===== src/rtl/ccff_chain_loader.sv =====
// Configuration-chain loader: gathers bitstream words into a buffer, then shifts them
// serially into a gated-clock CCFF chain, with an optional readback pass that compares the tail.
module ccff_chain_loader #(
  parameter int CHAIN_LEN = 48,
  parameter int WORD_W    = 8
) (
  input  logic              prog_clk,
  input  logic              pReset_n,
  input  logic              start,
  input  logic              verify_en,
  input  logic [WORD_W-1:0] bs_data,
  input  logic              bs_valid,
  output logic              bs_ready,
  output logic              ccff_head,
  input  logic              ccff_tail,
  output logic              cfg_clk_en,
  output logic              busy,
  output logic              done,
  output logic              error
);

  localparam int NWORDS = CHAIN_LEN / WORD_W;
  localparam int BCW    = $clog2(CHAIN_LEN) + 1;
  localparam int WCW    = $clog2(NWORDS + 1);

  typedef enum logic [2:0] {
    S_IDLE,
    S_FILL,
    S_SHIFT,
    S_VERIFY,
    S_DONE
  } state_t;

  state_t               r_state;
  logic [CHAIN_LEN-1:0] r_buf;
  logic [WCW-1:0]       r_wcnt;
  logic [BCW-1:0]       r_bcnt;
  logic                 r_verify;
  logic                 r_bs_ready;
  logic                 r_head;
  logic                 r_cfg_en;
  logic                 r_busy;
  logic                 r_done;
  logic                 r_error;

  logic [CHAIN_LEN-1:0] w_fill_buf;
  logic [CHAIN_LEN-1:0] w_rot_buf;
  logic                 w_xfer;
  logic                 w_last_word;
  logic                 w_last_bit;

  assign w_fill_buf  = {r_buf[CHAIN_LEN-WORD_W-1:0], bs_data};
  assign w_rot_buf   = {r_buf[CHAIN_LEN-2:0], r_buf[CHAIN_LEN-1]};
  assign w_xfer      = bs_valid & r_bs_ready;
  assign w_last_word = (r_wcnt == WCW'(NWORDS - 1));
  assign w_last_bit  = (r_bcnt == BCW'(CHAIN_LEN - 1));

  assign bs_ready   = r_bs_ready;
  assign ccff_head  = r_head;
  assign cfg_clk_en = r_cfg_en;
  assign busy       = r_busy;
  assign done       = r_done;
  assign error      = r_error;

  always_ff @(posedge prog_clk or negedge pReset_n) begin
    if (!pReset_n) begin
      r_state    <= S_IDLE;
      r_buf      <= '0;
      r_wcnt     <= '0;
      r_bcnt     <= '0;
      r_verify   <= 1'b0;
      r_bs_ready <= 1'b0;
      r_head     <= 1'b0;
      r_cfg_en   <= 1'b0;
      r_busy     <= 1'b0;
      r_done     <= 1'b0;
      r_error    <= 1'b0;
    end else begin
      r_done <= 1'b0;
      case (r_state)
        S_IDLE: begin
          if (start) begin
            r_state    <= S_FILL;
            r_verify   <= verify_en;
            r_error    <= 1'b0;
            r_wcnt     <= '0;
            r_bcnt     <= '0;
            r_bs_ready <= 1'b1;
            r_busy     <= 1'b1;
          end
        end
        S_FILL: begin
          if (w_xfer) begin
            r_buf  <= w_fill_buf;
            r_wcnt <= r_wcnt + WCW'(1);
            r_head <= w_fill_buf[CHAIN_LEN-1];
            // Enable goes high together with the state change so the chain sees no gap
            if (w_last_word) begin
              r_state    <= S_SHIFT;
              r_bs_ready <= 1'b0;
              r_cfg_en   <= 1'b1;
            end
          end
        end
        S_SHIFT, S_VERIFY: begin
          r_buf  <= w_rot_buf;
          r_head <= r_buf[CHAIN_LEN-2];
          if (r_state == S_VERIFY && ccff_tail != r_buf[CHAIN_LEN-1]) begin
            r_error <= 1'b1;
          end
          // A full rotation restores the post-fill buffer, so VERIFY replays the same bits
          if (w_last_bit) begin
            r_bcnt <= '0;
            if (r_state == S_SHIFT && r_verify) begin
              r_state <= S_VERIFY;
            end else begin
              r_state  <= S_DONE;
              r_cfg_en <= 1'b0;
              r_done   <= 1'b1;
            end
          end else begin
            r_bcnt <= r_bcnt + BCW'(1);
          end
        end
        S_DONE: begin
          r_state <= S_IDLE;
          r_busy  <= 1'b0;
        end
        default: begin
          r_state <= S_IDLE;
        end
      endcase
    end
  end

endmodule


===== config.mk =====
export PLATFORM = sky130hd
export DESIGN_NAME = ccff_chain_loader
export DESIGN_NICKNAME = d
export VERILOG_FILES = /design/src/rtl/ccff_chain_loader.sv
export SDC_FILE = /design/constraint.sdc
export NUM_CORES = 1
export LEC_CHECK = 0
export CORE_UTILIZATION = 45
export DETAILED_ROUTE_END_ITERATION = 6
export PLACE_DENSITY = 0.71
export SETUP_SLACK_MARGIN = 0.05
export SYNTH_ARGS = -nofsm -noshare
export SYNTH_HDL_FRONTEND = slang
export SYNTH_SLANG_ARGS = --single-unit

===== constraint.sdc =====
create_clock -name prog_clk -period 2.45 [get_ports prog_clk]
set_input_delay 0.6125 -clock prog_clk [delete_from_list [all_inputs] [get_ports prog_clk]]
set_output_delay 0.6125 -clock prog_clk [all_outputs]
set_load 0.05 [all_outputs]

==> Flow_metrics.wiki <==
{| class="wikitable"
! Metric !! Value
|-
| H-Tree Depth || 3
|-
| Antenna Cells || 0
|-
| Worst hold path class || in2async
|-
| Top-level port count || 20
|-
| Final min period || ~2300 ps
|-
| Maximum fanout along the worst path || 8
|-
| Final period utilization || 0.932
|-
| Cell taking the most area after synthesis || dfrtp_1
|-
| Placed cells || 408
|-
| Via count || ~2.2k
|-
| Antenna violations before repair || 0
|-
| Register area share after synthesis || 0.524
|-
| Total overflow reported by the global router || 0
|-
| Leading cell type in the layout, fill and taps excluded || dfrtp_1
|-
| Insertion delay to the later sink of the worst-skew pair || 340 ps
|-
| Worst endpoint data arrival time || 1670 ps
|-
| CP Class || reg2out
|-
| Cell-by-cell listing of the critical path || clkdlybuf4s50_1
|-
| Largest stage delay on the critical path || between 800 and 900 ps
|-
| Detailed placer's ending HPWL || 3820 µm
|-
| Leading post-synthesis cells by cell area || dfrtp_1 (52%), mux2i_1 (15%), o21ai_1 (7.7%)
|-
| Overall die height || ~86 µm
|-
| Library cell contributing the largest single delay on the critical path || clkdlybuf4s50_1
|-
| Max-Slew Margin vs Limit || 0.662
|-
| Slew at the pin closest to its max-slew limit || about 510 ps
|-
| Placement Setup Slack || 282 ps
|-
| Worst Clk Skew || 7.62 ps
|-
| Number of register bits inferred by synthesis || 67
|-
| Number of cells in the finished layout apart from fillers || 423
|-
| Post-CTS resize count || 0
|-
| Share of synthesized registers carrying an async set or reset || 1.00
|-
| Max-slew violation total from the final report || 0
|-
| Total clock sinks || between 60 and 70
|-
| Number of routed nets with antenna violations || 0
|-
| Count of buffers added by post-CTS timing repair for setup || 0
|-
| Overall routed net length || 5840 µm
|-
| Number of endpoints with negative hold slack in the final report || 0
|-
| Max frequency || between 400 and 500 MHz
|-
| Post-CTS Hold Buffers || 0
|-
| Commonest non-fill, non-tap cells in the layout || dfrtp_1 (67), nand2_1 (60), mux2i_1 (49), o21ai_1 (49), clkdlybuf4s50_1 (18)
|-
| Dominant synthesized flop cell || dfrtp_1
|-
| Final #Nets || 340
|-
| Number of buffers added on ports || 19
|-
| Req. time, crit path || between 1500 and 2000 ps
|-
| Weighted congestion reported at the end of routability-driven placement || 0.783
|-
| First-pass detailed-route iteration total || 4
|-
| Number of placement rows || 30
|-
| Total core area || 6830 µm²
|-
| Die area || about 7400 µm²
|-
| Crit. path cell count || 1
|-
| Post-detailed-route via-to-cell ratio || 5.19
|-
| Master cell of the clock root buffer || clkbuf_8
|-
| Cell Area, Synth || 3200 µm²
|-
| Number of buffers created by CTS || 9
|-
| Pin count of the biggest net entering global routing || 54
|-
| Global Route Usage Sum || 0.177
|-
| Peak supply drop || 0.000322 V
|-
| Worst path setup slack after routing || 166 ps
|-
| Number of violations of the max-capacitance limit || 0
|-
| Crit path buffers/inverters || 1
|-
| Leakage component of the power || about 1.3 nW
|-
| First-pass GRT wire length || 10200 µm
|-
| Detailed Route Iter0 Violations || 108
|-
| Proportion of netlist area held by the largest area contributor || 0.524
|-
| Post-route setup TNS || 0 ps
|-
| Area Growth Syn to Fin || 14.2%
|-
| Number of warnings reported in the yosys synthesis log || 0
|-
| CTS tree || yes
|-
| Total power divided by cell area || 566 nW/µm²
|-
| Post-synthesis instance total || 305
|-
| Number of enable flip-flop cells after synthesis || 0
|-
| Die outline width || 86.3 µm
|-
| Count of final setup violators || 0
|-
| Endpoint kind of the worst setup timing path || primary output
|-
| CTS max path bufs || 2
|-
| Synthesized net count || 322
|-
| Via count of the first global-routing pass || 2223
|-
| Layout cell share with drive strength beyond 1 || 0.0856
|-
| RSZ-0062 raised after global routing || false
|-
| DRC Markers || 0
|-
| Startpoint Class || flop
|-
| Cell count of the worst reg-to-reg path || 4
|-
| Routed wire per std cell || approximately 14 µm
|-
| Library cells used by synthesis || 38
|-
| Starting Density || 0.468
|-
| Clock-pin transition on the worst setup and hold timing paths || 70 ps
|-
| Family of cells with the greatest summed delay on the critical path || buffers and inverters
|-
| Syn_area_per_cell || ~10 µm²
|-
| Run status || complete, no violations
|}
## sequential cells by signal, indices dropped and copies added, names as in the netlist
name,flops
busy,1
bs_ready,1
r_bcnt,7
r_verify,1
cfg_clk_en,1
done,1
r_wcnt,3
r_buf,48
r_state,3
error,1
## layout make-up
type                       instances  area [µm²]
fill                             601        3180
clock inverter                     2        35.0
timing repair buffer              24         273
clock buffer                      13         159
inverter                           5        18.8
tap                               96         120
multi-input combinational        216        1370
sequential                        67        1680
## Yosys cell counts (2+ instances only)
cell,number
buf_6,7
inv_2,2
clkbuf_1,3
a21oi_1,6
dfrtp_1,67
nor4_1,2
nor2_1,3
buf_4,5
nand2_1,60
nor3_1,2
ha_1,3
mux2i_1,49
a22o_1,2
nand3_1,5
and2_1,2
o21ai_1,49
buf_2,2
nand2b_1,3
nand4_1,2
o21ai_0,11
inv_1,3
## per-layer routing
metal  vias to the layer above  GRT usage  wire (µm)
met3                        15     0.0514        193
met1                      1044      0.230       2830
met4                         0     0.0773        133
met5                         -          0          0
met2                        35      0.276       2680
li1                       1102          -          -
## through the flow
| stage | utilization | instance area (µm²) | hold slack [ps] | power [mW] |
|---|---|---|---|---|
| after floorplan | - | 3200 | 317 | 1.13 |
| after global placement | 0.506 | 3460 | 456 | 1.18 |
| after detailed placement | 0.506 | 3460 | 461 | 1.18 |
| after CTS | 0.534 | 3650 | 234 | 2.09 |
| after global routing | 0.534 | 3650 | 258 | 2.14 |
| final | 0.534 | 3650 | 226 | 2.07 |
## path summary, 6_finish.rpt
check / slack [ps] / from / end
min in group prog_clk: 470 / error$_DFFE_PN0P_ / error$_DFFE_PN0P_
max reg2reg: 900 / r_state[2]$_DFFE_PN0P_ / r_buf[13]$_DFFE_PN0P_
min: 230 / pReset_n / r_wcnt[0]$_DFFE_PN0P_
max in group asynchronous: 1600 / pReset_n / r_buf[32]$_DFFE_PN0P_
max: 170 / bs_ready$_DFFE_PN0P_ / bs_ready
min reg2reg: 470 / error$_DFFE_PN0P_ / error$_DFFE_PN0P_
## kinds of logic after synthesis
family,count (synthesis),share of synthesized area
simple gates,84,0.114
compound gates,78,0.141
flops,67,0.524
mux,50,0.157
buf+inv,22,0.0489
fa+ha+maj,3,0.0117
xor+xnor,1,0.00274
## report_power, final
| part | switching (mW) | internal, mW |
|---|---|---|
| sequential | 0.0000000000000000165 | 1.11 |
| clock | 0.394 | 0.519 |
| combinational | 0.0262 | 0.0219 |
No activity file was read; power rests on OpenSTA's default activity.
